===== config.mk =====
export PLATFORM = sky130hd
export DESIGN_NAME = queue_write_arbiter
export DESIGN_NICKNAME = d
export VERILOG_FILES = /design/src/rtl/queue_arb_pkg.sv /design/src/rtl/queue_store.sv /design/src/rtl/queue_write_arbiter.sv
export SDC_FILE = /design/constraint.sdc
export NUM_CORES = 1
export LEC_CHECK = 0
export ABC_AREA = 1
export CAP_MARGIN = 40
export CORE_MARGIN = 2
export CORE_UTILIZATION = 56
export CTS_CLUSTER_DIAMETER = 50
export DETAILED_ROUTE_END_ITERATION = 8
export GPL_ROUTABILITY_DRIVEN = 1
export PLACE_DENSITY = 0.76
export SYNTH_ARGS = -nofsm -noshare
export SYNTH_HDL_FRONTEND = slang
export SYNTH_HIERARCHICAL = 1
export SYNTH_SLANG_ARGS = --single-unit

===== constraint.sdc =====
create_clock -name clk -period 4.11 [get_ports clk]
set_input_delay 1.233 -clock clk [delete_from_list [all_inputs] [get_ports clk]]
set_output_delay 1.233 -clock clk [all_outputs]
set_load 0.02 [all_outputs]

===== src/rtl/queue_arb_pkg.sv =====
// queue_arb_pkg: shared widths, requester id and occupancy types for the queue write arbiter
package queue_arb_pkg;
  localparam int DATA_W = 8;
  localparam int DEPTH  = 16;
  localparam int ADDR_W = 4;
  typedef enum logic {REQ0 = 1'b0, REQ1 = 1'b1} req_id_t;
  typedef logic [ADDR_W:0] count_t;
endpackage


===== src/rtl/queue_store.sv =====
// queue_store: DEPTH x DATA_W byte array with one sync write port and one registered read port
module queue_store
  import queue_arb_pkg::*;
(
  input  logic              clk,
  input  logic              rst,
  input  logic              we,
  input  logic [ADDR_W-1:0] waddr,
  input  logic [DATA_W-1:0] wdata,
  input  logic              re,
  input  logic [ADDR_W-1:0] raddr,
  output logic [DATA_W-1:0] rdata
);
  logic [DATA_W-1:0] mem [DEPTH];
  logic [DATA_W-1:0] rdata_q, rdata_d;
  // read register holds its last value between pops
  always_comb rdata_d = re ? mem[raddr] : rdata_q;
  // storage array is never reset; emptiness is tracked by the owner
  always_ff @(posedge clk) if (we) mem[waddr] <= wdata;
  // registered read data
  always_ff @(posedge clk or posedge rst)
    if (rst) rdata_q <= '0;
    else     rdata_q <= rdata_d;
  assign rdata = rdata_q;
endmodule


===== src/rtl/queue_write_arbiter.sv =====
// queue_write_arbiter: two-requester write arbiter with pointers/count over a shared byte queue; define QUEUE_ARB_ROUND_ROBIN_EN for round-robin contention, else requester 0 has fixed priority
module queue_write_arbiter
  import queue_arb_pkg::*;
(
  input  logic              clk,
  input  logic              rst,
  input  logic              req0_valid,
  input  logic [DATA_W-1:0] req0_data,
  output logic              req0_ready,
  input  logic              req1_valid,
  input  logic [DATA_W-1:0] req1_data,
  output logic              req1_ready,
  input  logic              rd_en,
  output logic [DATA_W-1:0] rd_data,
  output logic              rd_valid,
  output logic [ADDR_W:0]   count,
  output logic              full,
  output logic              empty,
  output logic              grant_id
);
  logic [ADDR_W-1:0] wr_ptr_q, wr_ptr_d, rd_ptr_q, rd_ptr_d;
  count_t            count_q, count_d;
  req_id_t           grant_id_q, grant_id_d, last_grant_q, last_grant_d, winner;
  logic              rd_valid_q, rd_valid_d, wr, rd;
  logic [DATA_W-1:0] wr_data;
  assign full  = count_q == count_t'(DEPTH);
  assign empty = count_q == '0;
  // pick the requester that owns the write port this cycle
  always_comb begin
`ifdef QUEUE_ARB_ROUND_ROBIN_EN
    winner = (req0_valid && req1_valid) ? req_id_t'(~last_grant_q) : (req1_valid ? REQ1 : REQ0);
`else
    winner = (req1_valid && !req0_valid) ? REQ1 : REQ0;
`endif
  end
  // handshakes, pointer/count/grant next-state; full blocks writes, empty blocks reads
  always_comb begin
    wr           = (req0_valid || req1_valid) && !full;
    rd           = rd_en && !empty;
    req0_ready   = wr && winner == REQ0;
    req1_ready   = wr && winner == REQ1;
    wr_data      = winner == REQ1 ? req1_data : req0_data;
    wr_ptr_d     = wr ? wr_ptr_q + ADDR_W'(1) : wr_ptr_q;
    rd_ptr_d     = rd ? rd_ptr_q + ADDR_W'(1) : rd_ptr_q;
    count_d      = (wr && !rd) ? count_q + count_t'(1) : (rd && !wr) ? count_q - count_t'(1) : count_q;
    grant_id_d   = wr ? winner : grant_id_q;
    last_grant_d = wr ? winner : last_grant_q;
    rd_valid_d   = rd;
  end
  // state registers; last_grant resets to REQ1 so REQ0 wins the first contention
  always_ff @(posedge clk or posedge rst)
    if (rst) begin
      wr_ptr_q     <= '0;
      rd_ptr_q     <= '0;
      count_q      <= '0;
      grant_id_q   <= REQ0;
      last_grant_q <= REQ1;
      rd_valid_q   <= 1'b0;
    end else begin
      wr_ptr_q     <= wr_ptr_d;
      rd_ptr_q     <= rd_ptr_d;
      count_q      <= count_d;
      grant_id_q   <= grant_id_d;
      last_grant_q <= last_grant_d;
      rd_valid_q   <= rd_valid_d;
    end
  queue_store u_store (
    .clk   (clk),
    .rst   (rst),
    .we    (wr),
    .waddr (wr_ptr_q),
    .wdata (wr_data),
    .re    (rd),
    .raddr (rd_ptr_q),
    .rdata (rd_data)
  );
  assign count    = count_q;
  assign rd_valid = rd_valid_q;
  assign grant_id = grant_id_q;
endmodule


After elaboration in Yosys (flattened, before gate mapping)
Memory sizes are Yosys's and may differ from the RTL's. A register that Yosys moved wholly into a read port is not among the register bits.
Cells that the tools add are included.
- register bits: 15
- latch bits: 0
- bits in writable memories: 128
- ROM bits: 0
- input port bits: 21
- word-level logic and storage cells: 33
- memories kept: 1
- memory list (name ; words ; bits a word ; read ports ; clocked after Yosys merged registers in ; write ports ; RTL line ; source):
    u_store.mem ; 16 ; 8 ; 1 ; 1 ; 1 ; queue_store.sv:14 ; logic [DATA_W-1:0] mem [DEPTH];
- add/sub/neg operators: 4
- $mul: 0
- div/mod/pow operators: 0
- $lt $le $gt $ge: 0
- equal/unequal tests: 1
- shift operators: 0
- mux-type cells: 6
- bitwise operators: 1
- reduce and logical (&&, ||, !) cells: 15
- operators by type and width (operator ; number):
    $mux 5 ; 2
    $add 4x1->4 const B ; 2
    $mux 8 ; 1
    $logic_and 1x1->1 ; 7
    $add 5x1->5 const B ; 1
    $eq 5x5->1 const B ; 1
    $logic_not 1->1 ; 5
    $logic_not 5->1 ; 1
    $sub 5x1->5 const B ; 1
    $mux 1 ; 3
    $reduce_bool 2->1 ; 1
    $logic_or 1x1->1 ; 1
    $not 1->1 ; 1

Logic depth before layout (Yosys ltp)
Gate-level depths: netlist of the first run.
- depth in word-level cells: 7
- mapped depth: 13
- mapped depth without buffers: 13

Hierarchy
The synthesis of the first run kept the hierarchy.
- by module, submodules not included (module ; times used ; cells an instance ; area an instance (um^2) ; seq. area each (um^2)):
    queue_store ; 1 ; 482 ; 5595.4 ; 4043.9
    queue_write_arbiter ; 1 ; 138 ; 1024.7 ; 375.4

Worst setup path after synthesis of the first run
No wires, ideal clock.
- path type: input -> register
- start: input req1_valid
- end: register count_q[3], in the netlist count[3]
- data arrival time: 2814 ps
- path slack: 1179 ps
- stages on the path: 11
- buffers on the path: 0
- cells stage by stage: or2_2 nand2_4 inv_1 ha_1 inv_1 ha_1 or2_2 nand2_1 nand2_1 nand3_1 nand2_1
- word-level cells in the longest chain between the ends: 5
- elaborated cells on any way between the ends: 7
- RTL lines (what ; RTL line ; source):
    start: declaration ; queue_write_arbiter.sv:10 ; input logic req1_valid,
    $logic_or 1x1->1 (*) ; queue_write_arbiter.sv:38 ; wr = (req0_valid || req1_valid) && !full;
    $logic_and 1x1->1 (*) ; queue_write_arbiter.sv:38 ;
    net wr ; queue_write_arbiter.sv:24 ; logic rd_valid_q, rd_valid_d, wr, rd;
    $logic_not 1->1 ; queue_write_arbiter.sv:45 ; count_d = (wr && !rd) ? count_q + count_t'(1) : (rd && !wr) ? count_q - count_t'(1) : count_q;
    $logic_and 1x1->1 ; queue_write_arbiter.sv:45 ;
    $reduce_bool 2->1 (no line) ; -- ;
    end signal: assignment ; queue_write_arbiter.sv:62 ; count_q <= count_d;
    end: declaration ; queue_write_arbiter.sv:22 ; count_t count_q, count_d;
The timed path passes the listed nets; every way through them passes the cells marked *.
A chain may end at the register's enable or synchronous reset.

Worst setup path in the final report of the first run
- start: input req1_valid
- end: output req1_ready
- word-level cells in the longest chain between the ends: 3
- elaborated cells on any way between the ends: 5
- RTL lines (what ; RTL line ; source):
    $logic_and 1x1->1 or $logic_or 1x1->1 (tied branches) ; queue_write_arbiter.sv:33, queue_write_arbiter.sv:38 ;
    $mux 1 or $logic_and 1x1->1 (tied branches) ; queue_write_arbiter.sv:33, queue_write_arbiter.sv:38 ;
    $logic_and 1x1->1 (*) ; queue_write_arbiter.sv:41 ; req1_ready = wr && winner == REQ1;
    end: declaration ; queue_write_arbiter.sv:12 ; output logic req1_ready,
Every way passes the cells marked *; elsewhere a longest branch is shown, timed or not.

==> results of run 1 <==
-- kinds of logic (layout without fill, tap and decap cells) --
family / Yosys count / count (layout)
compound gates: 2 / 2
fa+ha+maj: 7 / 7
flops: 151 / 151
xor+xnor: 3 / 3
buf+inv: 51 / 108
simple gates: 406 / 406
-- report_power, final --
group / switching (mW) / internal (mW) / total [mW]
Combinational: 1.34 / 0.657 / 2.00
Sequential: 0.191 / 1.97 / 2.16
Clock: 0.594 / 0.982 / 1.58
Total: 2.13 / 3.61 / 5.74
-- registers in the layout, summed over array words and instances (netlist names) --
name           cells
rd_valid           1
wr_ptr_q           4
rd_ptr_q           4
grant_id           1
count              5
u_store/mem      128
u_store/rdata      8
-- placed cells by master, fill, tap and decap left out, drive strengths merged --
cell,count
buf,11
bufinv,2
clkbuf,22
clkdlybuf4s50,39
clkinv,4
clkinvlp,1
dfrtp,23
edfxtp,128
fa,1
ha,6
inv,29
nand2,264
nand3,109
nand3b,4
nand4,4
nor2,22
o21ai,1
o22ai,1
or2,3
xnor2,1
xor2,2
-- per-stage QoR --
| step | util, % | setup slack [ns] | total power [mW] | cell area (µm²) | hold WS (ns) |
|---|---|---|---|---|---|
| 3_5_place_dp | 61.6 | 0.304 | 4.15 | 7070 | 0.464 |
| 2_1_floorplan | - | 1.18 | 3.59 | 6620 | 0.503 |
| 6_report | 67.0 | 0.308 | 5.74 | 7680 | 0.481 |
| 3_3_place_gp | 61.5 | 0.315 | 4.07 | 7050 | 0.470 |
| 4_1_cts | 67.0 | 0.298 | 5.74 | 7680 | 0.480 |
| 5_1_grt | 67.0 | 0.212 | 6.07 | 7680 | 0.512 |
-- cell usage after synthesis (2+ instances only) --
master                     number  area, µm²
sky130_fd_sc_hd__nand4_4        2       42.5
sky130_fd_sc_hd__nor2_1        20       75.1
sky130_fd_sc_hd__nor2_4         2       22.5
sky130_fd_sc_hd__ha_1           6       75.1
sky130_fd_sc_hd__clkbuf_8       3       41.3
sky130_fd_sc_hd__nand3_1      109        546
sky130_fd_sc_hd__nand2_1      262        983
sky130_fd_sc_hd__xor2_1         2       17.5
sky130_fd_sc_hd__inv_1         24       90.1
sky130_fd_sc_hd__buf_4          4       30.0
sky130_fd_sc_hd__nand4_1        2       12.5
sky130_fd_sc_hd__buf_2          9       45.0
sky130_fd_sc_hd__nand2_4        2       22.5
sky130_fd_sc_hd__inv_2          2       7.51
sky130_fd_sc_hd__dfrtp_1       23        576
sky130_fd_sc_hd__buf_6          9        101
sky130_fd_sc_hd__or2_2          3       18.8
sky130_fd_sc_hd__nand3b_1       4       30.0
sky130_fd_sc_hd__edfxtp_1     128       3840
-- critical path, cell delays in order --
cell	delay, ns
sky130_fd_sc_hd__clkdlybuf4s50_1	0.47
sky130_fd_sc_hd__inv_1	0.06
sky130_fd_sc_hd__nor2_4	0.08
sky130_fd_sc_hd__nand2_1	0.07
sky130_fd_sc_hd__inv_1	0.06
sky130_fd_sc_hd__clkdlybuf4s50_1	0.59
-- per-layer routing --
| metal | vias up | global-route usage [%] | part of all wire, % |
|---|---|---|---|
| met1 | 2226 | 30.4 | 39 |
| met3 | 28 | 5.89 | 7.5 |
| met2 | 216 | 40.9 | 50 |
| met5 | - | 0 | 0 |
| met4 | 0 | 10.3 | 2.8 |
| li1 | 2179 | - | - |
-- worst max-delay path by stage --
stage                  to  slack [ns]  cells after the start
2_1_floorplan    count[3]        1.18                     11
3_3_place_gp   req1_ready        0.31                      6
3_5_place_dp   req1_ready        0.30                      6
4_1_cts        req1_ready        0.30                      6
5_1_grt        req1_ready        0.21                      6
6_report       req1_ready        0.31                      6
-- final cells by class --
type	count	area share (%)
Clock buffer	22	6.47
Clock inverter	10	1.48
Inverter	26	1.27
Multi-Input combinational cell	418	24.6
Sequential cell	151	57.6
Tap cell	143	2.33
Timing Repair Buffer	50	6.32
==> metrics.sh, run 1 <==
SYNTH_COMPOUND_GATE_AREA_SHARE_PCT=0.170
WORSTPATHREQUIRED_NS=2.88
UNREPAIRED_SETUP_ENDPOINTS_AFTER_GLOBAL_ROUTING='false'
LAYOUT.FILLER_CELLS=831
PLACEMENTROWS=39
SYNTH-EDFF-COUNT=128
WORST_R2R_PATH_DEPTH=12
POST-ROUTE-DRC-COUNT=0
SYN_AREA_PER_CELL_UM2=10.7
ASYNCSETRESETFLOPFRACSYNTH_PCT=15.2
IO-PIN-COUNT=40
SYNTH_CELL_TYPE_COUNT=23
PWR_DENSITY_nW_PER_UM2=747
VIAS_PER_CELL=5.67
END_KIND='output port'
ROUTABILITYCONGESTION=0.809
NUMBER_OF_NETS_AT_THE_END_OF_THE_FLOW=692
FINAL.SETUP_SKEW_NS=0.00810
SYNTH-SIMPLE-AREA-SHARE_PCT=26.5
SYNTH_TOP_FAMILY_BY_AREA='simple AND/OR/NAND/NOR gates'
DIE_WIDTH_UM=113
NUMBER_OF_ENDPOINTS_FAILING_SETUP_AT_THE_FINAL_STAGE=0
CRITPATHKIND='input port to output port'
CTS.REPORTEDPATHS.CLKPINSLEW_NS=0.06
WORST_HOLD_STARTPOINT='u_store/rdata[3]'
POST_SYNTHESIS_MUX_AREA_SHARE_PCT=0
POST_SYNTH_XOR_AREA_FRACTION_PCT=0.397
FLOORPLAN.DIE.HEIGHT_UM=113
DIEAREA_UM2=12700
WHS_PATH_DEPTH=2
CTS.HTREE.LEVELS=4
CRITPATHARRIVALTIME_NS=2.57
POST_ROUTE_CELLS_DRIVE_ABOVE_1_SHARE_PCT=7.83
F_MAX_MHz=263
ANTENNA_CELLS_INSERTED=0
DOMINANTREGCELLSYNTH='sky130_fd_sc_hd__edfxtp_1'
FINAL_CYCLE_UTILIZATION_OF_THE_CRITICAL_PATH_PCT=92.5
FOOTPRINT_OF_THE_MULTI_INPUT_GATES_UM2=1890
TIMING.REG2REG.SETUP_SLACK_NS=1.64
SYNTHESIS.AREA_UM2=6620
GLOBALROUTEOVERFLOWTOTAL=0
CRITPATHLAUNCH='req1_valid'
TRITONCTS_NUM_SINKS=151
CTS.PATH.MAX_BUFFERS=2
CORE_AREA_UM2=11500
YOSYS_REGISTER_BITS=151
MAXIMUM_NUMBER_OF_PINS_ON_ONE_NET_BEFORE_GLOBAL_ROUTE_REPAIR=70
TIMING.MAX_CAP.VIOLATIONS=0
AREAGROWTHSYNTHTOFINISH_PCT=16.0
GRT_PASS1_VIAS=4519
WL_PER_INSTANCE_UM=17.7
CTS_REPAIR_RESIZE_COUNT=0
ANTENNA_FOUND_INITIAL=0
RESULT_OF_THE_RUN='completed'
VDD_DROP_MAX_V=0.000562
HOLD-PATH-ENDPOINT='u_store/rdata[3]'
CTS_HOLD_REPAIR.BUFFERS=0
DR.FIRST_ITER.DRC_COUNT=458
DETAILROUTE.VIA_COUNT=4649
SLEW_AT_THE_PIN_WITH_THE_WORST_MAX_SLEW_SLACK_NS=0.788
SYNTH-ADDER-AREA-SHARE_PCT=1.44
POSTCTSSETUPREPAIRBUFS=0
R2R-START='count[0]'
GRTUSAGETOTAL_PCT=24.3
REPORT.FINAL.HOLD_VIOL_COUNT=0
FINAL.SETUP.TNS_NS=0
CRIT_FANOUT=2
WORSTSKEWPAIRLATENCY_NS=0.42
TIMING.CRITICAL_PATH.FROM_TYPE='input port'
EFFECTIVE_UTILIZATION_AT_FLOORPLAN_PCT=57.7
REGAREA_UM2=4420
CLK_TREE_ROOT_CELL='sky130_fd_sc_hd__clkbuf_16'
R2R-END='count[4]'
FIRST_PASS_ITERS=8
PORTBUFFERS=39
POSTSYNTHCELLCOUNT=620
DRT_WL_TOTAL_UM=14500
FIN_CRIT_NS=3.80
ANTENNA_VIOLATING_NETS_POST_ROUTE=0
MAX-SLEW-MARGIN-REL_PCT=47.5
CTS_BUFFERS=17
POWER.LEAKAGE_nW=3.14
PLACED_CELLS=788
GRT_PASS1_WL_UM=23200
POST_LAYOUT_NONFILLER_INSTANCES=820
YOSYSSEQAREASHARE_PCT=66.8
SYNTH.NET_COUNT=648
WORSTHOLDPATHTYPE='flop to flop'
PLACE.DETAILED.HPWL_UM=8820
YS_WARN_COUNT=6
TIMING_MAX_TRANSITION_VIOLATIONS_FINAL=0
CTS_TREE='built'
No activity file was read; power rests on OpenSTA's default activity.
==> run 2: changes to the inputs <==
- CORE_MARGIN: 2 -> default
- clock period: 4.11 -> 4.4 ns (I/O delays scaled with it)
==> run 2 against run 1 <==
Worst setup slack got worse by 0.029 ns. Clock skew decreased by 0.0016 ns. Count of clock-buffer cells in the layout decreased by 4. Final area about the same. Wire length decreased by 3.8%. Worst hold slack got worse by 0.0018 ns. Combinational power decreased by 9%. First-iteration DRC count decreased by 24%. Sequential cell count unchanged. Core utilization about the same. Largest cell class unchanged.
==> metrics.sh, run 2 (synthesis results as in run 1) <==
MAX_FLOP_REGISTER='u_store/mem'
PLACE.DETAILED.HPWL_UM=8480  # -3.8%
AREAGROWTHSYNTHTOFINISH_PCT=16.0  # about the same
RESULT_OF_THE_RUN='completed'
FINAL.SETUP.TNS_NS=0  # unchanged
CLK_TREE_ROOT_CELL='sky130_fd_sc_hd__clkbuf_16'
DRT_WL_TOTAL_UM=14000  # -3.8%
FINAL_CYCLE_UTILIZATION_OF_THE_CRITICAL_PATH_PCT=93.6
NUMBER_OF_NETS_AT_THE_END_OF_THE_FLOW=685  # -1.0%
TIMING_MAX_TRANSITION_VIOLATIONS_FINAL=0  # unchanged
CTS_REPAIR_RESIZE_COUNT=0  # unchanged
POSTCTSSETUPREPAIRBUFS=0  # unchanged
UNREPAIRED_SETUP_ENDPOINTS_AFTER_GLOBAL_ROUTING='false'
CRITPATHARRIVALTIME_NS=2.80  # +0.23 ns
WL_PER_INSTANCE_UM=17.2  # -2.9%
MAXIMUM_NUMBER_OF_PINS_ON_ONE_NET_BEFORE_GLOBAL_ROUTE_REPAIR=70  # unchanged
CRITPATHKIND='input port to output port'
ANTENNA_CELLS_INSERTED=0  # unchanged
WORSTSKEWPAIRLATENCY_NS=0.42  # about the same
COMMONEST_CELLS_AFTER_ROUTING_FILL_AND_TAPS_ASIDE='sky130_fd_sc_hd__nand2_1 (262), sky130_fd_sc_hd__edfxtp_1 (128), sky130_fd_sc_hd__nand3_1 (109)'
F_MAX_MHz=243
CTS_TREE='built'
CTS_BUFFERS=17  # unchanged
POST-ROUTE-DRC-COUNT=0  # unchanged
TIMING.MAX_CAP.VIOLATIONS=0  # unchanged
LARGEST_REGISTER_FFS=128  # unchanged
GLOBALROUTEOVERFLOWTOTAL=0  # unchanged
NUMBER_OF_ENDPOINTS_FAILING_SETUP_AT_THE_FINAL_STAGE=0  # unchanged
POWER.LEAKAGE_nW=3.11  # -0.71%
TRITONCTS_NUM_SINKS=151  # unchanged
POST_ROUTE_CELLS_DRIVE_ABOVE_1_SHARE_PCT=7.16  # -0.66 points
CTS.HTREE.LEVELS=4  # unchanged
REPORT.POWER.TOTAL_mW=5.42  # -5.6%
MAX-SLEW-MARGIN-REL_PCT=42.9  # -4.6 points
DIE_WIDTH_UM=111  # -1.8%
LAYOUT.FILLER_CELLS=831  # unchanged
ROUTABILITYCONGESTION=0.799  # -1.2%
LAYOUT_COMMONEST_CELL='sky130_fd_sc_hd__nand2_1'
SLEW_AT_THE_PIN_WITH_THE_WORST_MAX_SLEW_SLACK_NS=0.853  # +0.0651 ns
GRT_PASS1_VIAS=4433  # -1.9%
CRIT_FANOUT=10  # +8
DIEAREA_UM2=12300  # -3.5%
PORTBUFFERS=39  # unchanged
GRTUSAGETOTAL_PCT=24.3  # -0.039 points
REGAREA_UM2=4420  # unchanged
FOOTPRINT_OF_THE_MULTI_INPUT_GATES_UM2=1890  # unchanged
WORSTPATHREQUIRED_NS=3.08  # +0.20 ns
VDD_DROP_MAX_V=0.000601  # +6.9%
ANTENNA_VIOLATING_NETS_POST_ROUTE=0  # unchanged
WORSTHOLDPATHTYPE='flop to flop'
GRT_PASS1_WL_UM=22500  # -2.9%
CTS.REPORTEDPATHS.CLKPINSLEW_NS=0.06  # about the same
VIAS_PER_CELL=5.62  # -0.96%
DETAILROUTE.VIA_COUNT=4565  # -1.8%
PLACEMENTROWS=39  # unchanged
HIGHEST-SIGNAL-LAYER='met4'
CTS_HOLD_REPAIR.BUFFERS=0  # unchanged
TIMING.CRITICAL_PATH.FROM_TYPE='input port'
POST_LAYOUT_NONFILLER_INSTANCES=813  # -0.85%
ROUTED-WL-MET2_UM=6760  # -7.5%
EFFECTIVE_UTILIZATION_AT_FLOORPLAN_PCT=57.7  # unchanged
FLOORPLAN.DIE.HEIGHT_UM=111  # -1.8%
MET1_LENGTH_UM=5550  # -2.7%
FIRST_PASS_ITERS=5  # -3
DR.FIRST_ITER.DRC_COUNT=346  # -24%
FIN_CRIT_NS=4.12
PLACED_CELLS=781  # -0.89%
PWR_DENSITY_nW_PER_UM2=705  # -5.5%
WL_MET3_UM=1090  # +0.37%
ANTENNA_FOUND_INITIAL=0  # unchanged
END_KIND='output port'
FINAL.SETUP_SKEW_NS=0.00646  # -0.00164 ns
UTILIZATION_PCT=67.0  # about the same
REPORT.FINAL.HOLD_VIOL_COUNT=0  # unchanged
CTS.PATH.MAX_BUFFERS=2  # unchanged
CORE_AREA_UM2=11500  # unchanged
IO-PIN-COUNT=40  # unchanged
-- run 2: worst paths after layout --
| check | startpoint | endpoint | slack, ns | cells past startpoint |
|---|---|---|---|---|
| max | req1_valid | req1_ready | 0.28 | 6 |
| min | grant_id | grant_id | 0.48 | 2 |
| max reg2reg | count[0] | count[4] | 2.02 | 12 |
| min reg2reg | grant_id | grant_id | 0.48 | 2 |
| max in group asynchronous | rst | rd_ptr_q[0] | 2.67 | 2 |
| min in group asynchronous | rst | u_store/rdata[7] | 1.18 | 2 |
-- run 2: per-layer routing --
| layer | vias up | global-route usage [%] |
|---|---|---|
| met5 | - | 0 |
| met3 | 40 | 6.01 |
| met1 | 2152 | 31.2 |
| li1 | 2161 | - |
| met2 | 212 | 38.6 |
| met4 | 0 | 12.4 |
-- run 2: final cells by class --
cell class / count / area share [%]
repair buffers: 43 / 5.64
well taps: 143 / 2.33
inverters: 26 / 1.27
clock inverters: 14 / 2.90
clock buffers: 18 / 5.72
multi-input cells: 418 / 24.6
flip-flops and latches: 151 / 57.6
-- run 2: worst max-delay path, cell delays in order --
cell,delay (ns)
sky130_fd_sc_hd__clkdlybuf4s50_1,0.47
sky130_fd_sc_hd__inv_1,0.06
sky130_fd_sc_hd__nor2_4,0.18
sky130_fd_sc_hd__nand2_1,0.11
sky130_fd_sc_hd__inv_1,0.06
sky130_fd_sc_hd__clkdlybuf4s50_1,0.60
-- run 2: power by group --
part,total (mW),internal (mW),switching [mW]
clock,1.58,1.03,0.555
combinational,1.82,0.596,1.23
sequential,2.01,1.84,0.170
-- run 2: metrics by stage --
step	worst slack [ns]	cell area [µm²]	hold slack, ns
final	0.280	7680	0.479
after global routing	0.189	7680	0.501
after CTS	0.260	7680	0.484
after detailed placement	0.260	7020	0.462
after global placement	0.311	7000	0.469
after floorplan	1.33	6620	0.503
